[config.mk]
export PLATFORM = sky130hd
export DESIGN_NAME = sevenseg_decode
export DESIGN_NICKNAME = d
export VERILOG_FILES = /design/src/rtl/sevenseg_decode.sv
export SDC_FILE = /design/constraint.sdc
export NUM_CORES = 1
export LEC_CHECK = 0
export BUFFER_PORTS_ARGS = -buffer_cell sky130_fd_sc_hd__buf_4
export CORE_MARGIN = 1
export CORE_UTILIZATION = 43
export CTS_CLUSTER_SIZE = 28
export DETAILED_ROUTE_END_ITERATION = 10
export GPL_TIMING_DRIVEN = 1
export PLACE_DENSITY = 0.66
export RECOVER_POWER = 50
export SLEW_MARGIN = 20
export SYNTH_ARGS = -nofsm -noshare
export SYNTH_HDL_FRONTEND = slang
export SYNTH_SLANG_ARGS = --single-unit
[constraint.sdc]
create_clock -name clock -period 4.2 [get_ports clock]
set_clock_uncertainty 0.1 [all_clocks]
set_input_delay 0 -clock clock [delete_from_list [all_inputs] [get_ports clock]]
set_output_delay 0 -clock clock [all_outputs]
set_load 0.01 [all_outputs]
[src/rtl/sevenseg_decode.sv]
// Seven-segment pattern -> binary decoder: snapshots NUM_DIGITS patterns, then folds them MSB-first
// into acc*10 + digit, one digit per clock. Define SEVENSEG_DECODE_BLANK_EN to accept leading blanks (00).
module sevenseg_decode #(
  parameter int NUM_DIGITS = 4,
  parameter int OUT_W      = 14
) (
  input  logic                    clock,
  input  logic                    reset_n,
  input  logic                    start,
  input  logic [7*NUM_DIGITS-1:0] seg_in,
  output logic                    busy,
  output logic                    done,
  output logic [OUT_W-1:0]        number,
  output logic [NUM_DIGITS-1:0]   err_mask
);

  localparam int IDX_W = (NUM_DIGITS > 1) ? $clog2(NUM_DIGITS) : 1;

  typedef enum logic [1:0] {S_IDLE, S_CAPTURE, S_ACCUM, S_DONE} state_t;

  state_t                      state_q;
  logic [NUM_DIGITS-1:0][6:0]  seg_q;
  logic [IDX_W-1:0]            idx_q;
  logic [OUT_W-1:0]            acc_q, acc_d;
  logic [NUM_DIGITS-1:0]       err_q;
  logic                        lead_q;
  logic                        busy_q, done_q;
  logic [OUT_W-1:0]            number_q;
  logic [NUM_DIGITS-1:0]       err_mask_q;

  logic [6:0] pat;
  logic [3:0] dig_val;
  logic       dig_ok;

  always_comb begin
    pat     = seg_q[idx_q];
    dig_ok  = 1'b1;
    dig_val = 4'd0;
    case (pat)
      7'h3F: dig_val = 4'd0;
      7'h06: dig_val = 4'd1;
      7'h5B: dig_val = 4'd2;
      7'h4F: dig_val = 4'd3;
      7'h66: dig_val = 4'd4;
      7'h6D: dig_val = 4'd5;
      7'h7D: dig_val = 4'd6;
      7'h07: dig_val = 4'd7;
      7'h7F: dig_val = 4'd8;
      7'h67: dig_val = 4'd9;
`ifdef SEVENSEG_DECODE_BLANK_EN
      // Blank is only legal while every digit above it was blank too
      7'h00: dig_ok  = lead_q;
`endif
      default: dig_ok = 1'b0;
    endcase
    acc_d = (acc_q << 3) + (acc_q << 1) + OUT_W'(dig_val);
  end

  always_ff @(posedge clock or negedge reset_n) begin
    if (!reset_n) begin
      state_q    <= S_IDLE;
      seg_q      <= '0;
      idx_q      <= '0;
      acc_q      <= '0;
      err_q      <= '0;
      lead_q     <= 1'b0;
      busy_q     <= 1'b0;
      done_q     <= 1'b0;
      number_q   <= '0;
      err_mask_q <= '0;
    end else begin
      case (state_q)
        S_IDLE: begin
          done_q <= 1'b0;
          if (start) begin
            seg_q   <= seg_in;
            state_q <= S_CAPTURE;
          end
        end
        S_CAPTURE: begin
          busy_q  <= 1'b1;
          acc_q   <= '0;
          err_q   <= '0;
          lead_q  <= 1'b1;
          idx_q   <= IDX_W'(NUM_DIGITS - 1);
          state_q <= S_ACCUM;
        end
        S_ACCUM: begin
          acc_q        <= acc_d;
          err_q[idx_q] <= ~dig_ok;
          lead_q       <= lead_q && (pat == 7'h00);
          idx_q        <= idx_q - 1'b1;
          if (idx_q == '0) state_q <= S_DONE;
        end
        S_DONE: begin
          number_q   <= acc_q;
          err_mask_q <= err_q;
          done_q     <= 1'b1;
          busy_q     <= 1'b0;
          state_q    <= S_IDLE;
        end
        default: state_q <= S_IDLE;
      endcase
    end
  end

  assign busy     = busy_q;
  assign done     = done_q;
  assign number   = number_q;
  assign err_mask = err_mask_q;

endmodule

==> summary.txt <==
Outcome
  – Status: finished, violations left
  – Violated checks: capacitance limit, slew limit

STA
  – Worst hold margin: 0.321 ns
  – Minimum clock period: slightly above 4 ns
  – Setup Viol. Count Final: 0
  – Peak Freq: 0.247 GHz
  – Tcrit/Tclk final: 0.965
  – Fin. max-slew vios: 71
  – Worst-Margin Slew: 1.70 ns
  – Final Hold Vio Count: 0
  – Setup TNS: 0 ns
  – Slew margin rel.: -0.135

Clock network
  – Clock sink count: 70
  – Clock transition at path regs: roughly 0.070 ns
  – H-tree levels: 3
  – Num CTS Buffers: 9
  – Worst skew pair latency: 0.35 ns
  – CTS root buffer: clkbuf_8
  – CTS tree: done
  – CTS max path bufs: 2

Synthesis
  – Synthesized flop and latch total: 70
  – Yosys warns: 0
  – Post-synth EDFFs: 0
  – Synth Net Count: 385
  – Synth Flop Type: dfrtp_1
  – Cell Area, Synth: about 3800 sq um
  – Avg Inst Size Synth: 11.9 sq um
  – Yosys cell types: 43
  – Yosys top cell area share: 0.459
  – Register area share after synthesis: 0.459
  – Synth top cells by count: dfrtp_1, mux2_2, ha_1
  – Main area contributors after synthesis: dfrtp_1, mux2_2, ha_1
  – Most common cell in the netlist: dfrtp_1
  – Area leader, netlist: dfrtp_1
  – Async S/R FF share, synth: 1.00
  – Gate count of the mapped netlist: about 320

Worst setup path
  – Worst setup EP type: register
  – Worst Path Required: ~4.4 ns
  – CP Launch Type: register
  – Reg2Reg Depth: 15
  – CP Cell Sequence: buf_6 > mux4_2 > buf_4 > xnor2_1 > nand4b_1 > fa_1 > buf_4 > fa_1 > nor2b_2 > o21ai_0 > a21oi_2 > o21ai_2 > a21o_1 > and3b_1 > o32ai_1
  – Crit path arrival time: 4.20 ns
  – Slowest-stage cell, CP: mux4_2
  – Peak per-stage delay on the critical path: 0.58 ns
  – Critical setup path kind: reg2reg
  – Worst reg-to-reg setup slack: 0.15 ns
  – CP max FO: 5

Routing
  – Routed Antenna Nets: 0
  – # DRC: 0
  – Via density: 5.25
  – Via total after detailed routing: 2747
  – 1st-pass router iterations: 4
  – Per-cell routed wire length: 14.7 um
  – DRT iter0 DRCs: 133
  – Total Wirelength: 7.68 mm

GRT
  – Initial antenna violation count: 0
  – Largest net degree at the start of global routing: slightly above 70
  – Vias in the first global route: 2798
  – First-pass GRT wire length: 12.8 mm
  – GRT Util Overall: 0.182
  – Congestion Overflow GR: 0

Power
  – Int Pwr: 1.90 mW
  – Switching portion of total power: 0.359
  – Pleak: 2.30 nW
  – Power Dens Cells: 614 nW/um^2
  – Comb pwr share: 0.449
  – Clock power share: 0.205
  – Flop pwr share: 0.346
  – P_sw: 1.07 mW
  – Peak VDD IR: 0.446 mV

Layout
  – Antenna cells: 0
  – Share of cells above drive strength 1: 0.301
  – Seq. cell area: 1750 sq um
  – Fin area: just under 5000 sq um
  – Fin util: 0.578
  – Final nets: about 480
  – P&R area growth vs syn: 26.9%
  – Layout fillers: 722
  – Area of the multi-input gates: 1940 sq um

Floorplanning
  – Core area: approximately 8400 sq um
  – Die Height: slightly below 100 um
  – FP Rows: 33
  – Initial Utilization: 0.455
  – Number of top-level pins: 51
  – Die ar.: 9250 sq um
  – Die X-Extent: between 90 and 100 um

Place
  – DP Area: 4300 sq um
  – Placer congestion estimate: 0.846
  – Port Buffers: 50
  – DP HPWL: 5.10 mm

Hold path
  – Hold Path Stages: 3
  – HP Class: in2reg

Run
  – MaxCap Viol Count: 1
[layout by cell type, fill, tap and decap left out, types with 3 or more instances in the layout]
master and n:
dfrtp_1 70, mux2_2 48, buf_4 39, ha_1 31
dlygate4sd3_1 30, inv_1 27, clkbuf_1 21, o21ai_0 14
nand3_1 13, nand2_1 13, nor2_1 11, clkbuf_8 10
xnor2_1 8, mux4_2 7, nor2b_1 7, a21oi_1 6
o22ai_1 6, a21o_1 5, o32ai_1 4, and3_1 3
a21oi_2 3, xor2_1 3
[sequential cells by signal, indices dropped and copies added, names as in the netlist]
signal and count:
seg_q 28, acc_q 14, number 14, err_mask 4, err_q 4, idx_q 2
state_q 2, busy 1, done 1
[kinds of logic after synthesis]
| logic type | share of synthesized area |
|---|---|
| adders and majority gates | 0.112 |
| muxes | 0.183 |
| buffers and inverters | 0.0420 |
| xor gates and xnor gates | 0.0276 |
| and+or+nand+nor | 0.0846 |
| AOI/OAI and AO/OA | 0.0915 |
| DFF | 0.459 |
[power by group through the flow]
stage | Sequential [mW] | Combinational (mW) | Clock (mW)
after CTS | 1.03 | 1.25 | 0.622
after global routing | 1.05 | 1.47 | 0.654
after floorplan | 0.997 | 0.957 | 0
after global placement | 1.03 | 1.19 | 0
final | 1.03 | 1.34 | 0.609
after detailed placement | 1.04 | 1.22 | 0
[path summary, 6_finish.rpt]
kind / from / to
max: idx_q[0]$_DFFE_PN0P_ / acc_q[12]$_DFFE_PN0P_
min: seg_in[24] / seg_q[24]$_DFFE_PN0P_
max reg2reg: idx_q[0]$_DFFE_PN0P_ / acc_q[12]$_DFFE_PN0P_
min reg2reg: err_q[3]$_DFFE_PN0P_ / err_mask[3]$_DFFE_PN0P_
max in group asynchronous: reset_n / state_q[0]$_DFFE_PN0P_
min in group asynchronous: reset_n / acc_q[0]$_DFFE_PN0P_
[timing repair]
action                                  CTS  global route
gates resized for setup                   0            11
endpoints found under the setup margin    0             4
endpoints found under the hold margin    99             0
setup buffers                             0             7
hold buffers                             30             0
[cell type report]
type / instances / share of cell area
clock buffer: 11 / 0.0292
sequential: 70 / 0.362
multi-input combinational: 213 / 0.400
inverter: 27 / 0.0209
tap: 105 / 0.0271
clock inverter: 5 / 0.0171
timing repair buffer: 92 / 0.144
[through the flow]
stage / power, mW / std cells / setup slack (ns)
detailed placement: 2.26 / 470 / 0.0870
CTS: 2.90 / 516 / 0.0372
global route: 3.18 / 523 / -0.0485
global placement: 2.22 / 470 / 0.172
floorplan: 1.95 / 321 / 0.335
finish: 2.97 / 523 / 0.146
[layer usage]
layer | GRT usage | part of all wire | vias up
met5 | 0 | 0 | -
met4 | 0.0734 | 0.026 | 0
met3 | 0.0458 | 0.040 | 19
met2 | 0.330 | 0.51 | 67
met1 | 0.202 | 0.43 | 1346
li1 | - | - | 1315
[worst max-delay path: cells and delay by family, from the launching register on]
family	cells	cell delay, ns
xor gates and xnor gates	1	0.13
AOI/OAI and AO/OA	5	0.87
muxes	1	0.58
and+or+nand+nor	3	0.45
adders and majority gates	2	0.96
DFF	1	0.39
buffers and inverters	3	0.48
No activity file was read; power rests on OpenSTA's default activity.
